===== src/rtl/memory_stage_if.sv =====
// Data-memory request/acknowledge bus between the MEM stage (master) and the data memory (slave).
interface memory_stage_if #(parameter int ADDR_W = 32);
  logic              dmem_req;
  logic              dmem_we;
  logic [ADDR_W-1:0] dmem_addr;
  logic [3:0]        dmem_be;
  logic [31:0]       dmem_wdata;
  logic [31:0]       dmem_rdata;
  logic              dmem_ack;

  modport master (output dmem_req, dmem_we, dmem_addr, dmem_be, dmem_wdata,
                  input  dmem_rdata, dmem_ack);
  modport slave  (input  dmem_req, dmem_we, dmem_addr, dmem_be, dmem_wdata,
                  output dmem_rdata, dmem_ack);
endinterface


===== src/rtl/memory_stage.sv =====
// MEM pipeline stage: req/ack data-memory access with byte lanes, load extension and MEM/WB register.
// Optional MEM_MISALIGN_TRAP_EN: misaligned HW/W accesses skip the bus and pulse misalign_err.
module memory_stage #(
  parameter int TIMEOUT_CYCLES = 255,
  parameter int ADDR_W         = 32
) (
  input  logic        clk,
  input  logic        Rst,
  input  logic        dbg,
  input  logic [4:0]  EX_MEM_rd,
  input  logic        EX_MEM_regwrite,
  input  logic        EX_MEM_memread,
  input  logic        EX_MEM_memwrite,
  input  logic [31:0] EX_MEM_alures,
  input  logic [31:0] EX_MEM_mulres,
  input  logic [31:0] EX_MEM_divres,
  input  logic        EX_MEM_mul_ready,
  input  logic        EX_MEM_div_ready,
  input  logic [31:0] EX_MEM_dout_rs2,
  input  logic [4:0]  EX_MEM_loadcntrl,
  input  logic [2:0]  EX_MEM_storecntrl,
  memory_stage_if.master dmem,
  output logic        mem_hold,
  output logic [4:0]  MEM_WB_rd,
  output logic        MEM_WB_regwrite,
  output logic        MEM_WB_memread,
  output logic [31:0] MEM_WB_alures,
  output logic [31:0] MEM_WB_memres,
  output logic        bus_err
`ifdef MEM_MISALIGN_TRAP_EN
  , output logic      misalign_err
`endif
);
  localparam int CW = $clog2(TIMEOUT_CYCLES + 1);

  typedef enum logic [1:0] {IDLE, WAIT, RESP} state_t;
  typedef struct packed {
    logic [4:0]  rd;
    logic        regwrite;
    logic        memread;
    logic [31:0] alures;
    logic [31:0] memres;
  } mw_t;

  state_t            state_q, state_d;
  logic              req_q, we_q, ack_seen_q, bus_err_q, trap_q;
  logic [ADDR_W-1:0] addr_q;
  logic [3:0]        be_q, be_c;
  logic [31:0]       wdata_q, wdata_c, rdata_q, memres_c, res_sel, shifted, word_addr;
  logic [15:0]       half;
  logic [CW-1:0]     cnt_q;
  mw_t               mw_q;
  logic              access, misalign, hold_c, ack_any, timeout;
  logic [1:0]        a;

  assign a         = EX_MEM_alures[1:0];
  assign access    = (EX_MEM_memread | EX_MEM_memwrite) & ~dbg;
  assign ack_any   = dmem.dmem_ack | ack_seen_q;
  assign timeout   = (cnt_q == CW'(TIMEOUT_CYCLES - 1));
  assign word_addr = {EX_MEM_alures[31:2], 2'b00};
  assign res_sel   = EX_MEM_mul_ready ? EX_MEM_mulres :
                     EX_MEM_div_ready ? EX_MEM_divres : EX_MEM_alures;

`ifdef MEM_MISALIGN_TRAP_EN
  assign misalign = EX_MEM_memwrite ?
      ((EX_MEM_storecntrl[1] & a[0]) | (EX_MEM_storecntrl[2] & (|a))) :
      (((EX_MEM_loadcntrl[1] | EX_MEM_loadcntrl[4]) & a[0]) | (EX_MEM_loadcntrl[2] & (|a)));
  assign misalign_err = trap_q;
`else
  assign misalign = 1'b0;
`endif

  // Store lanes; halfwords are naturally aligned on a[1] so a stray a[0] is ignored.
  always_comb begin
    be_c    = 4'hF;
    wdata_c = EX_MEM_dout_rs2;
    if (EX_MEM_memwrite) begin
      if (EX_MEM_storecntrl[0]) begin
        be_c    = 4'b0001 << a;
        wdata_c = {4{EX_MEM_dout_rs2[7:0]}};
      end else if (EX_MEM_storecntrl[1]) begin
        be_c    = 4'b0011 << {a[1], 1'b0};
        wdata_c = {2{EX_MEM_dout_rs2[15:0]}};
      end else if (EX_MEM_storecntrl[2]) begin
        be_c    = 4'hF;
        wdata_c = EX_MEM_dout_rs2;
      end
    end
  end

  always_comb begin
    shifted  = rdata_q >> {a, 3'b000};
    half     = a[1] ? rdata_q[31:16] : rdata_q[15:0];
    memres_c = rdata_q;
    if      (EX_MEM_loadcntrl[0]) memres_c = {{24{shifted[7]}}, shifted[7:0]};
    else if (EX_MEM_loadcntrl[1]) memres_c = {{16{half[15]}}, half};
    else if (EX_MEM_loadcntrl[2]) memres_c = rdata_q;
    else if (EX_MEM_loadcntrl[3]) memres_c = {24'h0, shifted[7:0]};
    else if (EX_MEM_loadcntrl[4]) memres_c = {16'h0, half};
  end

  always_comb begin
    state_d = state_q;
    hold_c  = 1'b0;
    case (state_q)
      IDLE: if (access) begin
        hold_c  = 1'b1;
        state_d = misalign ? RESP : WAIT;
      end
      WAIT: begin
        hold_c = 1'b1;
        if (!dbg && (ack_any || timeout)) state_d = RESP;
      end
      RESP:    if (!dbg) state_d = IDLE;
      default: state_d = IDLE;
    endcase
  end

  assign mem_hold = hold_c & ~Rst;

  always_ff @(posedge clk or posedge Rst) begin
    if (Rst) begin
      state_q    <= IDLE;
      req_q      <= 1'b0;
      we_q       <= 1'b0;
      addr_q     <= '0;
      be_q       <= '0;
      wdata_q    <= '0;
      rdata_q    <= '0;
      cnt_q      <= '0;
      ack_seen_q <= 1'b0;
      bus_err_q  <= 1'b0;
      trap_q     <= 1'b0;
      mw_q       <= '0;
    end else if (dbg) begin
      // Frozen, but a completion arriving now must not be lost.
      if (state_q == WAIT && dmem.dmem_ack && !ack_seen_q) begin
        rdata_q    <= dmem.dmem_rdata;
        ack_seen_q <= 1'b1;
      end
    end else begin
      state_q   <= state_d;
      bus_err_q <= 1'b0;
      case (state_q)
        IDLE: if (access) begin
          if (misalign) begin
            trap_q  <= 1'b1;
            rdata_q <= '0;
          end else begin
            req_q   <= 1'b1;
            we_q    <= EX_MEM_memwrite;
            addr_q  <= word_addr[ADDR_W-1:0];
            be_q    <= be_c;
            wdata_q <= wdata_c;
          end
          cnt_q      <= '0;
          ack_seen_q <= 1'b0;
        end
        WAIT: begin
          cnt_q <= cnt_q + CW'(1);
          if (ack_any) begin
            req_q      <= 1'b0;
            ack_seen_q <= 1'b0;
            if (!ack_seen_q) rdata_q <= dmem.dmem_rdata;
          end else if (timeout) begin
            req_q     <= 1'b0;
            rdata_q   <= '0;
            bus_err_q <= 1'b1;
          end
        end
        RESP:    trap_q <= 1'b0;
        default: ;
      endcase
      if (hold_c) mw_q.regwrite <= 1'b0;
      else        mw_q <= {EX_MEM_rd, EX_MEM_regwrite & ~trap_q,
                           EX_MEM_memread & ~EX_MEM_memwrite, res_sel, memres_c};
    end
  end

  assign dmem.dmem_req   = req_q;
  assign dmem.dmem_we    = we_q;
  assign dmem.dmem_addr  = addr_q;
  assign dmem.dmem_be    = be_q;
  assign dmem.dmem_wdata = wdata_q;
  assign MEM_WB_rd       = mw_q.rd;
  assign MEM_WB_regwrite = mw_q.regwrite;
  assign MEM_WB_memread  = mw_q.memread;
  assign MEM_WB_alures   = mw_q.alures;
  assign MEM_WB_memres   = mw_q.memres;
  assign bus_err         = bus_err_q;
endmodule

===== src/flat_wrapper.sv =====
// flat-port wrapper written by rule: the top's interface ports become plain ports
module memory_stage_flat 
#(
  parameter int TIMEOUT_CYCLES = 255,
  parameter int ADDR_W         = 32
)
  (clk, Rst, dbg, EX_MEM_rd, EX_MEM_regwrite, EX_MEM_memread, EX_MEM_memwrite, EX_MEM_alures, EX_MEM_mulres, EX_MEM_divres, EX_MEM_mul_ready, EX_MEM_div_ready, EX_MEM_dout_rs2, EX_MEM_loadcntrl, EX_MEM_storecntrl, mem_hold, MEM_WB_rd, MEM_WB_regwrite, MEM_WB_memread, MEM_WB_alures, MEM_WB_memres, bus_err, dmem_dmem_req, dmem_dmem_we, dmem_dmem_addr, dmem_dmem_be, dmem_dmem_wdata, dmem_dmem_rdata, dmem_dmem_ack);
  memory_stage_if #(.ADDR_W(ADDR_W)) dmem_i ();
  input  logic clk;
  input  logic Rst;
  input  logic dbg;
  input  logic [4:0] EX_MEM_rd;
  input  logic EX_MEM_regwrite;
  input  logic EX_MEM_memread;
  input  logic EX_MEM_memwrite;
  input  logic [31:0] EX_MEM_alures;
  input  logic [31:0] EX_MEM_mulres;
  input  logic [31:0] EX_MEM_divres;
  input  logic EX_MEM_mul_ready;
  input  logic EX_MEM_div_ready;
  input  logic [31:0] EX_MEM_dout_rs2;
  input  logic [4:0] EX_MEM_loadcntrl;
  input  logic [2:0] EX_MEM_storecntrl;
  output logic mem_hold;
  output logic [4:0] MEM_WB_rd;
  output logic MEM_WB_regwrite;
  output logic MEM_WB_memread;
  output logic [31:0] MEM_WB_alures;
  output logic [31:0] MEM_WB_memres;
  output logic bus_err;
  output wire logic [$bits(dmem_i.dmem_req)-1:0] dmem_dmem_req;
  output wire logic [$bits(dmem_i.dmem_we)-1:0] dmem_dmem_we;
  output wire logic [$bits(dmem_i.dmem_addr)-1:0] dmem_dmem_addr;
  output wire logic [$bits(dmem_i.dmem_be)-1:0] dmem_dmem_be;
  output wire logic [$bits(dmem_i.dmem_wdata)-1:0] dmem_dmem_wdata;
  input wire logic [$bits(dmem_i.dmem_rdata)-1:0] dmem_dmem_rdata;
  input wire logic [$bits(dmem_i.dmem_ack)-1:0] dmem_dmem_ack;
  assign dmem_dmem_req = dmem_i.dmem_req;
  assign dmem_dmem_we = dmem_i.dmem_we;
  assign dmem_dmem_addr = dmem_i.dmem_addr;
  assign dmem_dmem_be = dmem_i.dmem_be;
  assign dmem_dmem_wdata = dmem_i.dmem_wdata;
  assign dmem_i.dmem_rdata = dmem_dmem_rdata;
  assign dmem_i.dmem_ack = dmem_dmem_ack;
  memory_stage #(.TIMEOUT_CYCLES(TIMEOUT_CYCLES), .ADDR_W(ADDR_W)) u_core (.clk(clk), .Rst(Rst), .dbg(dbg), .EX_MEM_rd(EX_MEM_rd), .EX_MEM_regwrite(EX_MEM_regwrite), .EX_MEM_memread(EX_MEM_memread), .EX_MEM_memwrite(EX_MEM_memwrite), .EX_MEM_alures(EX_MEM_alures), .EX_MEM_mulres(EX_MEM_mulres), .EX_MEM_divres(EX_MEM_divres), .EX_MEM_mul_ready(EX_MEM_mul_ready), .EX_MEM_div_ready(EX_MEM_div_ready), .EX_MEM_dout_rs2(EX_MEM_dout_rs2), .EX_MEM_loadcntrl(EX_MEM_loadcntrl), .EX_MEM_storecntrl(EX_MEM_storecntrl), .dmem(dmem_i), .mem_hold(mem_hold), .MEM_WB_rd(MEM_WB_rd), .MEM_WB_regwrite(MEM_WB_regwrite), .MEM_WB_memread(MEM_WB_memread), .MEM_WB_alures(MEM_WB_alures), .MEM_WB_memres(MEM_WB_memres), .bus_err(bus_err));
endmodule

===== config.mk =====
export PLATFORM = sky130hd
export DESIGN_NAME = memory_stage_flat
export DESIGN_NICKNAME = d
export VERILOG_FILES = /design/src/rtl/memory_stage_if.sv /design/src/rtl/memory_stage.sv /design/src/flat_wrapper.sv
export SDC_FILE = /design/constraint.sdc
export NUM_CORES = 1
export LEC_CHECK = 0
export CAP_MARGIN = 25
export CORE_ASPECT_RATIO = 1.75
export CORE_UTILIZATION = 48
export DETAILED_ROUTE_END_ITERATION = 16
export GPL_ROUTABILITY_DRIVEN = 0
export MAX_ROUTING_LAYER = met4
export PLACE_DENSITY_LB_ADDON = 0.12
export SYNTH_ARGS = -nofsm -noshare
export SYNTH_HDL_FRONTEND = slang
export SYNTH_SLANG_ARGS = --single-unit

===== constraint.sdc =====
create_clock -name clk -period 15.2 [get_ports clk]
set_clock_uncertainty 0.05 [all_clocks]
set_input_delay 3.8 -clock clk [delete_from_list [all_inputs] [get_ports clk]]
set_output_delay 3.8 -clock clk [all_outputs]
set_load 0.005 [all_outputs]

# ---- Yosys cells after proc, flatten, opt, wreduce, memory -nomap -nowiden
# Cells that the tools add are included.
dict set report op_classes {
  addsub 1
  mul 0
  div_mod_pow 0
  order_cmp 0
  n_eq_ne 9
  shifts 3
  muxes 40
  bitwise 9
  reduce_logical 18
}
# operator n
set op_table {}
lappend op_table {{32-bit two-way mux} 16}
lappend op_table {{32-bit by 5-bit right shift with 8-bit output} 1}
lappend op_table {{16-bit two-way mux} 1}
lappend op_table {{8-bit one-hot mux with 2 select lines} 1}
lappend op_table {{1-bit two-way mux} 12}
lappend op_table {{4-bit two-way mux} 3}
lappend op_table {{4-bit AND reduction} 3}
lappend op_table {{3-bit AND reduction} 3}
lappend op_table {{8-bit by 1-bit adder with 8-bit output, second input constant} 1}
lappend op_table {{8-bit equality test, second input constant} 1}
lappend op_table {{8-bit two-way mux} 1}
lappend op_table {{2-bit by 1-bit != test with 1-bit output, second input constant} 3}
lappend op_table {{3-bit by 2-bit != test with 1-bit output, second input constant} 2}
lappend op_table {{1-bit one-hot mux with 2 select lines} 3}
lappend op_table {{3-bit nonzero test} 2}
lappend op_table {{2-bit two-way mux} 2}
lappend op_table {{1-bit inverter} 4}
lappend op_table {{2-bit one-hot mux with 2 select lines} 1}
lappend op_table {{2-bit nonzero test} 2}
lappend op_table {{1-bit by 2-bit << shifter with 4-bit output, first input constant} 1}
lappend op_table {{2-bit by 2-bit << shifter with 4-bit output, first input constant} 1}
lappend op_table {{1-bit bitwise AND} 3}
lappend op_table {{1-bit logical AND} 3}
lappend op_table {{3-bit by 1-bit != test with 1-bit output, second input constant} 1}
lappend op_table {{other kinds (7)} 9}
dict set report word_totals {
  reg_bits 183
  latchBits 0
  mem_bits_rw 0
  mem_bits_ro 0
  input_bits 182
  output_inout_bits 143
  elab_cells 95
  n_memories 0
}

# ---- Longest topological paths before layout
dict set report depth {
  depth_word 6
  ltp_mapped 8
  depth_no_buf 6
}

# ---- Least setup slack after synthesis
# No wires, ideal clock.
dict set report synth_timing {
  path_type {in2out}
  from {input EX_MEM_memwrite}
  to {output mem_hold}
  t_arrival_ns 4.337
  t_required_ns 11.350
  setup_slack_ns 7.013
  stages 5
  path_buffers 1
  cell_sequence {buf_2 nor2_1 nor2_1 nor2_1 nor3_1}
}
dict set report synth_between {
  elab_chain_len 5
}
# element line_no
set synth_rtl {}
lappend synth_rtl {{start: declaration} flat_wrapper.sv:15} ;# input logic EX_MEM_memwrite;
lappend synth_rtl {{1-bit OR} memory_stage.sv:57} ;# assign access = (EX_MEM_memread | EX_MEM_memwrite) & ~dbg;
lappend synth_rtl {{1-bit bitwise AND} memory_stage.sv:57}
lappend synth_rtl {{1-bit two-way mux} memory_stage.sv:106} ;# IDLE: if (access) begin
lappend synth_rtl {{1-bit one-hot mux with 2 select lines} memory_stage.sv:105} ;# case (state_q)
lappend synth_rtl {{1-bit bitwise AND} memory_stage.sv:119} ;# assign mem_hold = hold_c & ~Rst;
lappend synth_rtl {{end: declaration} flat_wrapper.sv:24} ;# output logic mem_hold;
# Every way passes these cells.

# ---- Final worst setup path
# Same ends and word-level chain as after synthesis.

==> impl_metrics.tcl <==
set metrics [dict create \
    status "complete, no violations" \
    clock_latency_ns 0.42 \
    finalHoldViolCount 0 \
    syn_area_sq_mm 0.00860 \
    power_density_mw_per_mm2 179 \
    cts_num_sinks 183 \
    cp_data_required_time_ns 11.35 \
    initial_core_util_pct 49.0 \
    setup_violations 0 \
    cts_made_buffers 17 \
    drive_above_1_share_pct 5.45 \
    antenna_left 0 \
    fmax_mhz 107 \
    first_pass_iters 5 \
    layout_common_cells "clkdlybuf4s50_1, nand2_1, dfrtp_1" \
    htree_levels 4 \
    routed_wl_microns 27300 \
    postCtsSetupRepairBufs 0 \
    async_flop_share_pct 100 \
    synth_cells 875 \
    synth_warnings 0 \
    root_buffer "clkbuf_16" \
    critPathMaxFanout 19 \
    final_common_cell "clkdlybuf4s50_1" \
    fp.dieH_microns 179 \
    path_class "in2out" \
    worst-r2r-setup-slack_ns 12.95 \
    tns_ns 0 \
    whs_endpoint "u_core.MEM_WB_rd[2]" \
    die-area_sq_mm 0.0185 \
    rows 64 \
    nets 1346 \
    post_cts_resized 0 \
    cp-start-kind "input port" \
    synthFlopType "dfrtp_1" \
    ys_types 50 \
    io_pins 325 \
    cts_tree "done" \
    reg2regPathDepth 4 \
    portBuffers 321 \
    peakVddDrop_v 0.000114 \
    grt_pass1_wl_microns 40600 \
    hpwl_microns 19500 \
    rsz0062_at_grt "no" \
    grt-ovfl-total 0 \
    tightest_slew_ns 1.01 \
    drcViolationCount 0 \
    relSlewSlack_pct 32.5 \
    worstHoldStart "u_core.MEM_WB_rd[2]" \
    period_needed_ns 9.37 \
    die_w_microns 103 \
    grt_usage_pct 30.9 \
    num_vias 7714 \
    period_share_pct 61.7 \
    holdWs_ns 0.422 \
    vias_per_cell 5.48 \
    hold_buffers 0 \
    antenna_found_initial 0 \
    synthToLayoutAreaGrowth_pct 47.4 \
    grt_pass1_vias 7604 \
    end_kind "output pin" \
    core-area_sq_mm 0.0175 \
    synth_edf_count 0 \
    critPathArrivalTime_ns 5.52 \
    leakagePower_uw 0.00561 \
    yosysSeqAreaShare_pct 53.3 \
    r2r_end "u_core.MEM_WB_memres[31]" \
    dr.first_iter.drc_count 369 \
    drv_cap 0 \
    slew_violations 0 \
    yosys_register_bits 183 \
    clockBufferDepth 2 \
    p_total_uw 2270 \
    grt_max_degree 107 \
    fillers 1292 \
    r2r-start "u_core.state_q[0]" \
    syn_avg_cell_area_sq_um 9.82 \
    hold_class "reg2reg" \
    min_path_cells 2 \
    wire_per_inst_microns 19.4 \
    clkTransAtPathRegs_ns 0.06 \
]
-- sequential cells by signal, indices dropped and copies added, names as in the netlist --
register / cells
u_core.dmem.dmem_we: 1
u_core.dmem.dmem_wdata: 32
u_core.MEM_WB_alures: 32
u_core.MEM_WB_rd: 5
u_core.MEM_WB_memread: 1
u_core.dmem.dmem_be: 4
u_core.state_q: 2
u_core.dmem.dmem_req: 1
u_core.MEM_WB_regwrite: 1
u_core.ack_seen_q: 1
u_core.cnt_q: 8
u_core.rdata_q: 32
u_core.MEM_WB_memres: 32
u_core.bus_err: 1
u_core.dmem.dmem_addr: 30
-- through the flow --
step | area [sq um] | utilization (%) | setup slack [ns] | cells
after floorplan | 8600 | - | 6.38 | 876
after global placement | 11900 | 67.8 | 5.88 | 1369
after detailed placement | 11900 | 67.9 | 5.85 | 1370
after CTS | 12600 | 71.7 | 5.86 | 1402
after global routing | 12700 | 72.2 | 5.75 | 1406
final | 12700 | 72.2 | 5.83 | 1407
-- cells in the mapped netlist (5+ instances only) --
| master | count | area [sq um] |
|---|---|---|
| nand3b_1 | 16 | 120 |
| clkbuf_1 | 47 | 176 |
| o21ai_0 | 75 | 375 |
| a22o_1 | 40 | 350 |
| buf_1 | 5 | 18.8 |
| buf_2 | 12 | 60.1 |
| nor2b_1 | 6 | 37.5 |
| mux2i_1 | 48 | 480 |
| nor2_1 | 46 | 173 |
| mux4_2 | 8 | 180 |
| a22oi_1 | 8 | 60.1 |
| inv_1 | 8 | 30.0 |
| dfrtp_1 | 183 | 4580 |
| o32ai_1 | 8 | 70.1 |
| nand2_1 | 208 | 781 |
| o22a_1 | 17 | 149 |
| o32a_1 | 7 | 70.1 |
| and4_1 | 15 | 131 |
| a21oi_1 | 60 | 300 |
| o22ai_1 | 7 | 43.8 |
-- worst max-delay path by stage --
stage / start / end / slack (ns) / depth (start not counted)
after floorplan: Rst / u_core.MEM_WB_alures[0] / 6.38 / 1
after detailed placement: EX_MEM_memwrite / mem_hold / 5.85 / 7
final: EX_MEM_memwrite / mem_hold / 5.83 / 7
after global placement: EX_MEM_memwrite / mem_hold / 5.88 / 7
after global routing: EX_MEM_memwrite / mem_hold / 5.75 / 7
after CTS: EX_MEM_memwrite / mem_hold / 5.86 / 7
-- cell type report --
class	instances	area [sq um]	share of cell area (%)
clock buffers	19	443	3.50
well taps	231	289	2.28
repair buffers	335	3370	26.6
multi-input cells	617	3720	29.4
diodes	1	2.50	0.0198
inverters	8	35.0	0.277
clock inverters	13	226	1.79
flip-flops and latches	183	4580	36.2
-- cells by family after synthesis --
group | after synthesis | synth area share [%]
AO/OA/AOI/OAI | 238 | 18.0
multiplexers | 57 | 7.82
other | 1 | 0.0436
flip-flops | 183 | 53.3
buffers and inverters | 76 | 3.76
AND/OR/NAND/NOR | 315 | 16.5
adder cells (fa/ha/maj) | 2 | 0.291
XOR/XNOR | 3 | 0.306
-- worst max-delay path, stage by stage --
cell	delay [ns]
clkdlybuf4s50_1	0.46
buf_4	0.22
nor2_1	0.14
nor2_1	0.10
nor2_1	0.07
nor3_1	0.18
clkdlybuf4s50_1	0.54
-- per-layer routing --
metal	up-vias	track usage [%]	routed length [microns]
li1	3677	-	-
met1	3664	32.3	9710
met2	298	53.1	14500
met3	75	5.30	1420
met4	0	19.3	1620
met5	-	-	0
-- power breakdown --
group	internal (uW)	switching (uW)	total [uW]
registers	710	175	886
logic	521	363	884
clock network	312	188	500
(Power assumes the default switching activity.)
